===== src/rtl/cpu_types_pkg.sv =====
// Shared CPU types for the fetch stage: word type, FSM encoding, PC step.
package cpu_types_pkg;

  localparam int WORD_W = 32;

  typedef logic [WORD_W-1:0] word_t;

  typedef enum logic {
    RUN    = 1'b0,
    HALTED = 1'b1
  } fetch_state_t;

  localparam word_t PC_STEP = 32'd4;

  // Word-align an address by clearing the byte-offset bits.
  function automatic word_t align_word(input word_t addr);
    return {addr[WORD_W-1:2], 2'b00};
  endfunction

endpackage


===== src/rtl/fetch_unit_if.sv =====
// Fetch-stage bus bundle: icache request/response, decode-side instruction
// slot, redirect/halt controls and the optional perf counter outputs.
interface fetch_unit_if;
  import cpu_types_pkg::*;

  logic  ihit;
  word_t iload;
  logic  iREN;
  word_t iaddr;
  word_t instr;
  word_t npc;
  logic  instr_valid;
  logic  stall;
  logic  redirect;
  word_t redirect_pc;
  logic  halt;
  word_t fetch_cnt;
  word_t stall_cnt;

  // The fetch unit itself.
  modport master (
    input  ihit, iload, stall, redirect, redirect_pc, halt,
    output iREN, iaddr, instr, npc, instr_valid, fetch_cnt, stall_cnt
  );

  // Cache plus decode/execute environment around the fetch unit.
  modport slave (
    output ihit, iload, stall, redirect, redirect_pc, halt,
    input  iREN, iaddr, instr, npc, instr_valid, fetch_cnt, stall_cnt
  );
endinterface


===== src/rtl/fetch_unit_perf_ctr.sv =====
// Saturating 32-bit event counter; holds its value while freeze is high.
module fetch_perf_ctr
  import cpu_types_pkg::*;
(
  input  logic  CLK,
  input  logic  nRST,
  input  logic  inc,
  input  logic  freeze,
  output word_t count
);

  // Count up on inc, sticking at all-ones instead of wrapping.
  always_ff @(posedge CLK or negedge nRST) begin
    if (!nRST) begin
      count <= '0;
    end else if (inc && !freeze && (count != '1)) begin
      count <= count + 1'b1;
    end
  end

endmodule


===== src/rtl/fetch_unit.sv =====
// Instruction fetch stage: owns the PC, requests words from the icache and
// presents one registered instruction slot to decode.
// Optional build macro: FETCH_PERF_EN adds fetched/stalled cycle counters.
module fetch_unit
  import cpu_types_pkg::*;
#(
  parameter word_t PC_INIT = 32'h0000_0000,
  parameter int    ADDR_W  = 32
) (
  input  logic         CLK,
  input  logic         nRST,
  fetch_unit_if.master bus
);

  fetch_state_t      state_reg, state_next;
  logic [ADDR_W-1:0] pc_reg, pc_next;
  word_t             instr_reg, instr_next;
  word_t             npc_reg, npc_next;
  logic              valid_reg, valid_next;
  logic              slot_free;
  logic              ren;
  logic              fill;

  // Read request: only while running, with room in the slot, and when no
  // redirect/halt is about to discard whatever comes back.
  always_comb begin
    slot_free = ~valid_reg | ~bus.stall;
    ren       = (state_reg == RUN) & slot_free & ~bus.redirect & ~bus.halt;
    fill      = ren & bus.ihit;
  end

  // Next-state and datapath: halt beats redirect beats fill beats consume.
  always_comb begin
    state_next = state_reg;
    pc_next    = pc_reg;
    instr_next = instr_reg;
    npc_next   = npc_reg;
    valid_next = valid_reg;
    if (state_reg == RUN) begin
      if (bus.halt) begin
        state_next = HALTED;
        valid_next = 1'b0;
      end else if (bus.redirect) begin
        pc_next    = align_word(bus.redirect_pc);
        valid_next = 1'b0;
      end else if (fill) begin
        instr_next = bus.iload;
        npc_next   = pc_reg + PC_STEP;
        pc_next    = pc_reg + PC_STEP;
        valid_next = 1'b1;
      end else if (valid_reg && !bus.stall) begin
        valid_next = 1'b0;
      end
    end
  end

  // State and slot registers.
  always_ff @(posedge CLK or negedge nRST) begin
    if (!nRST) begin
      state_reg <= RUN;
      pc_reg    <= PC_INIT;
      instr_reg <= '0;
      npc_reg   <= '0;
      valid_reg <= 1'b0;
    end else begin
      state_reg <= state_next;
      pc_reg    <= pc_next;
      instr_reg <= instr_next;
      npc_reg   <= npc_next;
      valid_reg <= valid_next;
    end
  end

  assign bus.iREN        = ren;
  assign bus.iaddr       = pc_reg;
  assign bus.instr       = instr_reg;
  assign bus.npc         = npc_reg;
  assign bus.instr_valid = valid_reg;

`ifdef FETCH_PERF_EN
  logic halted;
  assign halted = (state_reg == HALTED);

  fetch_perf_ctr u_fetch_ctr (
    .CLK    (CLK),
    .nRST   (nRST),
    .inc    (fill),
    .freeze (halted),
    .count  (bus.fetch_cnt)
  );

  fetch_perf_ctr u_stall_ctr (
    .CLK    (CLK),
    .nRST   (nRST),
    .inc    (valid_reg & bus.stall),
    .freeze (halted),
    .count  (bus.stall_cnt)
  );
`else
  assign bus.fetch_cnt = '0;
  assign bus.stall_cnt = '0;
`endif

endmodule


===== src/flat_wrapper.sv =====
// flat-port wrapper written by rule: the top's interface ports become plain ports
module fetch_unit_flat import cpu_types_pkg::*;
#(
  parameter word_t PC_INIT = 32'h0000_0000,
  parameter int    ADDR_W  = 32
)
  (CLK, nRST, bus_ihit, bus_iload, bus_stall, bus_redirect, bus_redirect_pc, bus_halt, bus_iREN, bus_iaddr, bus_instr, bus_npc, bus_instr_valid, bus_fetch_cnt, bus_stall_cnt);
  fetch_unit_if bus_i ();
  input  logic CLK;
  input  logic nRST;
  input wire logic [$bits(bus_i.ihit)-1:0] bus_ihit;
  input wire logic [$bits(bus_i.iload)-1:0] bus_iload;
  input wire logic [$bits(bus_i.stall)-1:0] bus_stall;
  input wire logic [$bits(bus_i.redirect)-1:0] bus_redirect;
  input wire logic [$bits(bus_i.redirect_pc)-1:0] bus_redirect_pc;
  input wire logic [$bits(bus_i.halt)-1:0] bus_halt;
  output wire logic [$bits(bus_i.iREN)-1:0] bus_iREN;
  output wire logic [$bits(bus_i.iaddr)-1:0] bus_iaddr;
  output wire logic [$bits(bus_i.instr)-1:0] bus_instr;
  output wire logic [$bits(bus_i.npc)-1:0] bus_npc;
  output wire logic [$bits(bus_i.instr_valid)-1:0] bus_instr_valid;
  output wire logic [$bits(bus_i.fetch_cnt)-1:0] bus_fetch_cnt;
  output wire logic [$bits(bus_i.stall_cnt)-1:0] bus_stall_cnt;
  assign bus_i.ihit = bus_ihit;
  assign bus_i.iload = bus_iload;
  assign bus_i.stall = bus_stall;
  assign bus_i.redirect = bus_redirect;
  assign bus_i.redirect_pc = bus_redirect_pc;
  assign bus_i.halt = bus_halt;
  assign bus_iREN = bus_i.iREN;
  assign bus_iaddr = bus_i.iaddr;
  assign bus_instr = bus_i.instr;
  assign bus_npc = bus_i.npc;
  assign bus_instr_valid = bus_i.instr_valid;
  assign bus_fetch_cnt = bus_i.fetch_cnt;
  assign bus_stall_cnt = bus_i.stall_cnt;
  fetch_unit #(.PC_INIT(PC_INIT), .ADDR_W(ADDR_W)) u_core (.CLK(CLK), .nRST(nRST), .bus(bus_i));
endmodule

===== config.mk =====
export PLATFORM = sky130hd
export DESIGN_NAME = fetch_unit_flat
export DESIGN_NICKNAME = d
export VERILOG_FILES = /design/src/rtl/cpu_types_pkg.sv /design/src/rtl/fetch_unit_if.sv /design/src/rtl/fetch_unit_perf_ctr.sv /design/src/rtl/fetch_unit.sv /design/src/flat_wrapper.sv
export SDC_FILE = /design/constraint.sdc
export NUM_CORES = 1
export LEC_CHECK = 0
export ABC_AREA = 1
export CAP_MARGIN = 40
export CELL_PAD_IN_SITES_DETAIL_PLACEMENT = 1
export CELL_PAD_IN_SITES_GLOBAL_PLACEMENT = 1
export CORE_MARGIN = 2
export CORE_UTILIZATION = 26
export DETAILED_ROUTE_END_ITERATION = 8
export PLACE_DENSITY = 0.82
export SETUP_SLACK_MARGIN = 0.3
export SLEW_MARGIN = 20
export SYNTH_ARGS = -nofsm -noshare
export SYNTH_HDL_FRONTEND = slang
export SYNTH_SLANG_ARGS = --single-unit

===== constraint.sdc =====
create_clock -name CLK -period 1.5 [get_ports CLK]
set_clock_uncertainty 0.05 [all_clocks]
set_input_delay 0.225 -clock CLK [delete_from_list [all_inputs] [get_ports CLK]]
set_output_delay 0.225 -clock CLK [all_outputs]
set_load 0.1 [all_outputs]

======== Word level (Yosys, flattened, before mapping) ========
Cells that the tools add are included.
word-level totals
  output and inout port bits .............. 162
  flip-flop bits (word level) ............. 98
  input port bits ......................... 70
  logic and storage cells ................. 31
operators by class
  bitwise logic cells ..................... 10
  $add $sub $neg .......................... 1
  mux-type cells .......................... 8
  reductions and logical operators ........ 7
operators by type and width
  operator                                        count
  2-to-1 mux 32 bit                               2
  adder 32 x 3 -> 32 bit (second input constant)  1
  2-to-1 mux 1 bit                                6
  inverter 1 bit                                  5
  bitwise AND 1 bit                               4
  AND reduction 4 bit                             1
  nonzero test 4 bit                              1
  AND reduction 3 bit                             1
  AND reduction 2 bit                             1
  nonzero test 2 bit                              1
  logical AND 1 bit                               1
  logical NOT 1 bit                               1
  bitwise OR 1 bit                                1

======== Depth between registers and ports, before layout ========
Gate-level depths: netlist of the first run.
  depth in word-level cells ............... 9
  mapped depth ............................ 10
  mapped depth without buffers ............ 10

======== Worst setup path after synthesis of the first run ========
OpenSTA, ideal clock, no wires.
  path kind ............................... register to output
  start point ............................. register u_core.valid_reg, in the netlist u_core.bus.instr_valid
  end point ............................... output bus_iREN
  arrival ................................. 3.117 ns
  path buffers ............................ 0
  required time ........................... 1.225 ns
  stages on the path, launching flop included .. 4
  slack ................................... -1.892 ns
  cell sequence ........................... dfrtp_1 -> nand2_1 -> inv_1 -> nor3_1
on the way
  longest elaborated chain between the ends .. 5
ends and longest elaborated chain
  element                          line                source
  start, declared                  fetch_unit.sv:19    logic valid_reg, valid_next;
  start signal, assigned           fetch_unit.sv:70    valid_reg <= valid_next;
  inverter 1 bit                   fetch_unit.sv:27    slot_free = ~valid_reg | ~bus.stall;
  bitwise OR 1 bit                 fetch_unit.sv:27
  bitwise AND 1 bit (3 in series)  fetch_unit.sv:28    ren = (state_reg == RUN) & slot_free & ~bus.redirect & ~bus.halt;
  end, declared                    flat_wrapper.sv:17  output wire logic [$bits(bus_i.iREN)-1:0] bus_iREN;
No other way between the ends.

======== Worst setup path after layout of the first run ========
  start point ............................. register u_core.pc_reg[3], in the netlist u_core.bus.iaddr[3]
  end point ............................... register u_core.pc_reg[28], in the netlist u_core.bus.iaddr[28]
on the way
  longest elaborated chain between the ends .. 3
ends and longest elaborated chain
  element                 line              source
  start, declared         fetch_unit.sv:16  logic [ADDR_W-1:0] pc_reg, pc_next;
  start signal, assigned  fetch_unit.sv:67  pc_reg <= pc_next;
  adder 32 x 3 -> 32 bit  fetch_unit.sv:49  pc_next = pc_reg + PC_STEP;
  2-to-1 mux 32 bit       fetch_unit.sv:46  end else if (fill) begin
  2-to-1 mux 32 bit       fetch_unit.sv:43  end else if (bus.redirect) begin
No other way between the ends. The select of a mux whose other input is x is not followed.
A chain may end at the register's enable or synchronous reset.

==> metrics.cfg, run 1 <==
[status]
status=finished, violations left
violations=setup timing

[cells_and_area]
syn_to_final_growth_pct=122
fin_nets=1131
fin_util=0.593
layout-drive-gt1-share=0.581
largest_reg_flops=32
stdcell_area_um2=11600

[synthesis]
synthesis.area_um2=5220
yosysMostFrequentCell=nand2_1
postSynthCellCount=729
seq_area_frac_synth=0.451
synthArstFlopShare=1.00
synth_ff_type=dfrtp_1
ys_warn_count=0
yosysTopAreaCellShare=0.451
synth-seq-cells=94
synth_cell_types=26
avgSynthCellArea_um2=7.16
synth_common_cells=nand2_1 (338), dfrtp_1 (94), nor2_1 (75), buf_4 (69), inv_1 (35)
yosysTopAreaCell=dfrtp_1
ys_top_cells_by_area=dfrtp_1 (45%), nand2_1 (24%), buf_4 (9.9%)
synth-edff-count=0

[pwr]
pwr-share-clk=0.408
switching_share=0.347
pwr-share-seq=0.406
p_per_area_nw_per_um2=537
intPower_mw=4.07
peakVddDrop_v=0.000599
pwr-share-comb=0.186
p_leak_nw=5.37
power.switching_mw=2.16

[global_routing]
grt_first_pass_wirelength_um=39600
antenna_found_initial=1
grt_max_degree=55
overflow=0
grt_pass1_vias=6663
grt_use_total=0.244

[detailed_routing]
dr_total_vias=6356
wl_per_cell_um=23.7
totalWireLength_um=31500
drtIter0Drc=379
via_per_inst=4.78
drc=0
dr.pass1.iters=5
drtAntennaViolNets=0

[sta]
setup_viol=98
setup_tns_ns=-18.42
whs_ns=0.341
min_period_over_period=1.22
fin_crit_ns=1.83
slew_viol_final=0
hold_viol=0
fmax_mhz=547
grt_setup_unrepaired=true
worst_slack_ns=-0.329

[clocking]
cts_buffer_depth=2
cts_tree=built
root_buffer=clkbuf_16
clkSinkCount=94
cts.clk_slew.worst_paths_ns=0.08
numCtsBuffers=9
cts_htree_levels=3
clock_latency_ns=0.37

[placed_design]
hpwl_um=14800
placed_cell_area_um2=8650
gp_congestion=0.850
dp_worst_setup_slack_ns=-0.426
port_buffers=161

[critical_path]
endpoint_kind=flop
cp.required_ns=1.71
path_max_fanout=7
cp_data_arrival_time_ns=2.04
path_class=flop to flop
cp-start-kind=flop

[floorplan]
start_util=0.267
core.rowCount=51
die-area_um2=21200
die_w_um=146
fp.dieH_um=146
core_area_um2=19600
ios=232

[job]
cap_violations=0

[hold_path]
min_path_type=input pin to async pin

==> final timing paths <==
| check | endpoint | startpoint | slack, ns | cells past startpoint |
|---|---|---|---|---|
| worst max-delay path | u_core.bus.iaddr[28] | u_core.bus.iaddr[3] | -0.33 | 11 |
| worst min-delay path | u_core.bus.iaddr[8] | nRST | 0.34 | 3 |
| worst max register to register | u_core.bus.iaddr[28] | u_core.bus.iaddr[3] | -0.33 | 11 |
| worst min register to register | u_core.bus.instr[22] | u_core.bus.instr[22] | 0.49 | 2 |
| max in group asynchronous | u_core.bus.instr[24] | nRST | 0.70 | 3 |
| min in group CLK | u_core.bus.instr[29] | bus_iload[29] | 0.34 | 3 |
==> power by group through the flow <==
stage / logic, mW / clock network, mW / registers, mW
3_3_place_gp: 1.09 / 0 / 2.58
5_1_grt: 1.19 / 2.64 / 2.53
6_report: 1.16 / 2.54 / 2.53
3_5_place_dp: 1.09 / 0 / 2.58
4_1_cts: 1.11 / 2.49 / 2.53
2_1_floorplan: 0.938 / 0 / 2.58
==> cells by family after synthesis <==
group / after synthesis / share of synthesized area
buf+inv: 127 / 0.143
compound gates: 46 / 0.0486
flops: 94 / 0.451
xor+xnor: 7 / 0.0117
simple gates: 453 / 0.343
other cells: 1 / 0.000718
fa+ha+maj: 1 / 0.00240
==> critical path: stages, from the launching register on <==
cell and delay (ns):
dfrtp_4 0.45, ha_4 0.16, nand2_4 0.06, nor2_4 0.21, nand2_8 0.12, nor2_4 0.21
buf_6 0.15, nand2_4 0.05, nand2_4 0.08, nand3_2 0.06, nand2_1 0.06, nand2_1 0.05
==> what timing repair did <==
| action | 4_1_cts | 5_1_grt |
|---|---|---|
| resized for setup | 179 | 236 |
| buffers inserted | 64 | 37 |
| hold endpoints to repair | 94 | 0 |
| endpoints found under the setup margin | 187 | 187 |
| hold buffers | 1 | 0 |
| pin swaps | 39 | 85 |
| gates cloned | 14 | 4 |
==> routing by layer <==
layer	up-vias	wire length (µm)	track usage	part of all wire
li1	2770	-	-	-
met1	3178	11500	0.282	0.36
met2	292	16700	0.428	0.53
met3	116	1430	0.0461	0.045
met4	0	1910	0.125	0.061
met5	-	0	0	0
==> cell type report <==
class                           count  area, µm²
Multi-Input combinational cell    576       3660
Timing Repair inverter              1       8.76
Timing Repair Buffer              342       4670
Fill cell                        2121       7980
Antenna cell                        1       2.50
Tap cell                          265        332
Clock buffer                        9        225
Sequential cell                    94       2480
Clock inverter                      7       80.1
Inverter                           36        159
==> per-stage QoR <==
stage               cells  power, mW
finish               1331       6.23
global route         1331       6.36
CTS                  1289       6.12
detailed placement   1194       3.68
global placement     1194       3.67
floorplan             796       3.52
==> placed cells by master (no fill, tap or decap), types with 4 or more instances in the layout <==
master	Yosys	final
o21ai_1	7	12
conb_1	1	68
nand2_2	1	122
nor2_1	75	40
inv_1	35	30
nand2_4	0	60
clkbuf_16	0	12
buf_4	69	96
buf_16	0	13
buf_12	0	114
nand2_1	338	155
buf_6	0	46
nand3_1	27	13
nand3_4	0	4
dfrtp_4	0	28
dfrtp_1	94	47
nor2_4	1	18
o21ai_2	0	20
o21ai_0	33	6
dfrtp_2	0	19
nor2_2	0	18
nand3_2	1	12
o211ai_1	4	4
clkdlybuf4s50_1	0	65
(Power assumes the default switching activity.)
==> run 2, diff against run 1 <==
--- a/config.mk
+++ b/config.mk
@@ -9,7 +9,6 @@
 export CAP_MARGIN = 40
 export CELL_PAD_IN_SITES_DETAIL_PLACEMENT = 1
 export CELL_PAD_IN_SITES_GLOBAL_PLACEMENT = 1
-export CORE_MARGIN = 2
 export CORE_UTILIZATION = 26
 export DETAILED_ROUTE_END_ITERATION = 8
 export PLACE_DENSITY = 0.82
==> metrics.cfg, run 2 (synthesis results as in run 1) <==
[cells_and_area]
stdcell_area_um2=11700  ; +0.63%
final_cell_mix=nand2_1 (176), buf_12 (113), buf_4 (105)
layout-drive-gt1-share=0.554  ; -0.0268
fill_cells=2089  ; -1.5%
fin_nets=1141  ; +0.88%
syn_to_final_growth_pct=124
fin_util=0.597  ; +0.00370
largest_reg_flops=32  ; unchanged
layout_commonest_cell=nand2_1

[detailed_routing]
dr.pass1.iters=5  ; unchanged
dr_total_vias=6554  ; +3.1%
wl_per_cell_um=23.5  ; -0.86%
via_per_inst=4.88  ; +2.3%
drtIter0Drc=328  ; -13%
drc=0  ; unchanged
totalWireLength_um=31500  ; about the same
drtAntennaViolNets=0  ; unchanged

[clocking]
cts_buffer_depth=2  ; unchanged
cts_htree_levels=3  ; unchanged
numCtsBuffers=9  ; unchanged
root_buffer=clkbuf_16
cts.clk_slew.worst_paths_ns=0.10  ; +0.02 ns
cts_tree=built
clkSinkCount=94  ; unchanged
clock_latency_ns=0.38  ; about the same

[sta]
whs_ns=0.253  ; -0.0879 ns
hold_viol=0  ; unchanged
worst_slack_ns=-0.390  ; -0.0612 ns
fin_crit_ns=1.89  ; +0.0612 ns
slew_viol_final=0  ; unchanged
setup_viol=98  ; unchanged
grt_setup_unrepaired=true
min_period_over_period=1.26  ; +0.0408
fmax_mhz=529  ; -3.2%

[critical_path]
rr_startpoint=u_core.bus.iaddr[2]
cp.required_ns=1.71  ; about the same
cp_data_arrival_time_ns=2.10  ; +0.06 ns
r2r_slack_ns=-0.39  ; -0.06 ns
r2r_cells=8  ; -3
path_max_fanout=4  ; -3
r2r-end=u_core.bus.iaddr[5]
critical_path.startpoint=u_core.bus.iaddr[2]
endpoint_kind=flop
cp-start-kind=flop
path_class=flop to flop

[floorplan]
die_w_um=144  ; -1.4%
core.rowCount=51  ; unchanged
ios=232  ; unchanged
start_util=0.267  ; unchanged
die-area_um2=20700  ; -2.7%
fp.dieH_um=144  ; -1.4%
core_area_um2=19600  ; unchanged

[global_routing]
grt_pass1_vias=6455  ; -3.1%
antenna_found_initial=2  ; +1
grt_max_degree=39  ; -29%
grt_use_total=0.239  ; -0.00413
overflow=0  ; unchanged
grt_first_pass_wirelength_um=36600  ; -7.6%

[placed_design]
dp_worst_setup_slack_ns=-0.355  ; +0.0705 ns
placed_cell_area_um2=8650  ; unchanged
gp_congestion=0.839  ; -1.3%
port_buffers=161  ; unchanged
hpwl_um=14800  ; about the same

[pwr]
power_mw=6.30  ; +1.1%
p_leak_nw=5.63  ; +4.7%
peakVddDrop_v=0.000467  ; -22%
p_per_area_nw_per_um2=539  ; +0.47%

[hold_path]
min_path_type=input pin to async pin

[job]
cap_violations=0  ; unchanged

[status]
status=finished, violations left
violations=setup timing

[run 2: critical path, stage by stage, from the launching register on]
cell and delay [ns]:
dfrtp_4 0.54, buf_4 0.15, buf_6 0.11, nand3_4 0.09, buf_6 0.11, buf_6 0.11, xor2_4 0.25, o211ai_1 0.15
o21ai_1 0.21
[run 2: worst max path at each step]
stage	end
6_report	u_core.bus.iaddr[5]
5_1_grt	u_core.bus.iaddr[20]
4_1_cts	bus_iREN
3_5_place_dp	u_core.bus.iaddr[21]
3_3_place_gp	u_core.bus.iaddr[25]
2_1_floorplan	bus_iREN
[run 2: stage by stage]
stage / TNS, ns / cells
after detailed placement: -26.10 / 1194
after global routing: -25.36 / 1341
after CTS: -13.40 / 1287
final: -21.05 / 1342
after global placement: -19.10 / 1194
after floorplan: -5.67 / 796
[run 2: timing repair]
action                                  in CTS  in global routing
hold endpoints to repair                    15                  0
hold buffers                                 1                  0
endpoints found under the setup margin     187                187
cloned                                      18                  3
gates resized for setup                    113                267
buffers inserted                            58                 50
pin swaps                                   25                 81
[run 2: per-layer routing]
metal	vias to the layer above	wire length [µm]	part of all wire	GRT usage
met3	120	1800	0.057	0.0463
li1	2788	-	-	-
met1	3299	11100	0.35	0.269
met2	347	16700	0.53	0.438
met4	0	1890	0.060	0.105
met5	-	0	0	0
[run 2: cell type report]
cell class | instances | area, µm² | share of cell area
diodes | 2 | 5.00 | 0.000428
clock inverters | 7 | 80.1 | 0.00685
repair inverters | 1 | 16.3 | 0.00139
clock buffers | 9 | 225 | 0.0193
repair buffers | 353 | 4830 | 0.413
flip-flops and latches | 94 | 2480 | 0.212
multi-input cells | 575 | 3560 | 0.305
inverters | 36 | 154 | 0.0132
well taps | 265 | 332 | 0.0284
[run 2: where the power goes]
| part | switching, mW | internal [mW] |
|---|---|---|
| Sequential | 0 | 2.53 |
| Combinational | 0.948 | 0.213 |
| Clock | 1.28 | 1.32 |
| Total | 2.23 | 4.07 |
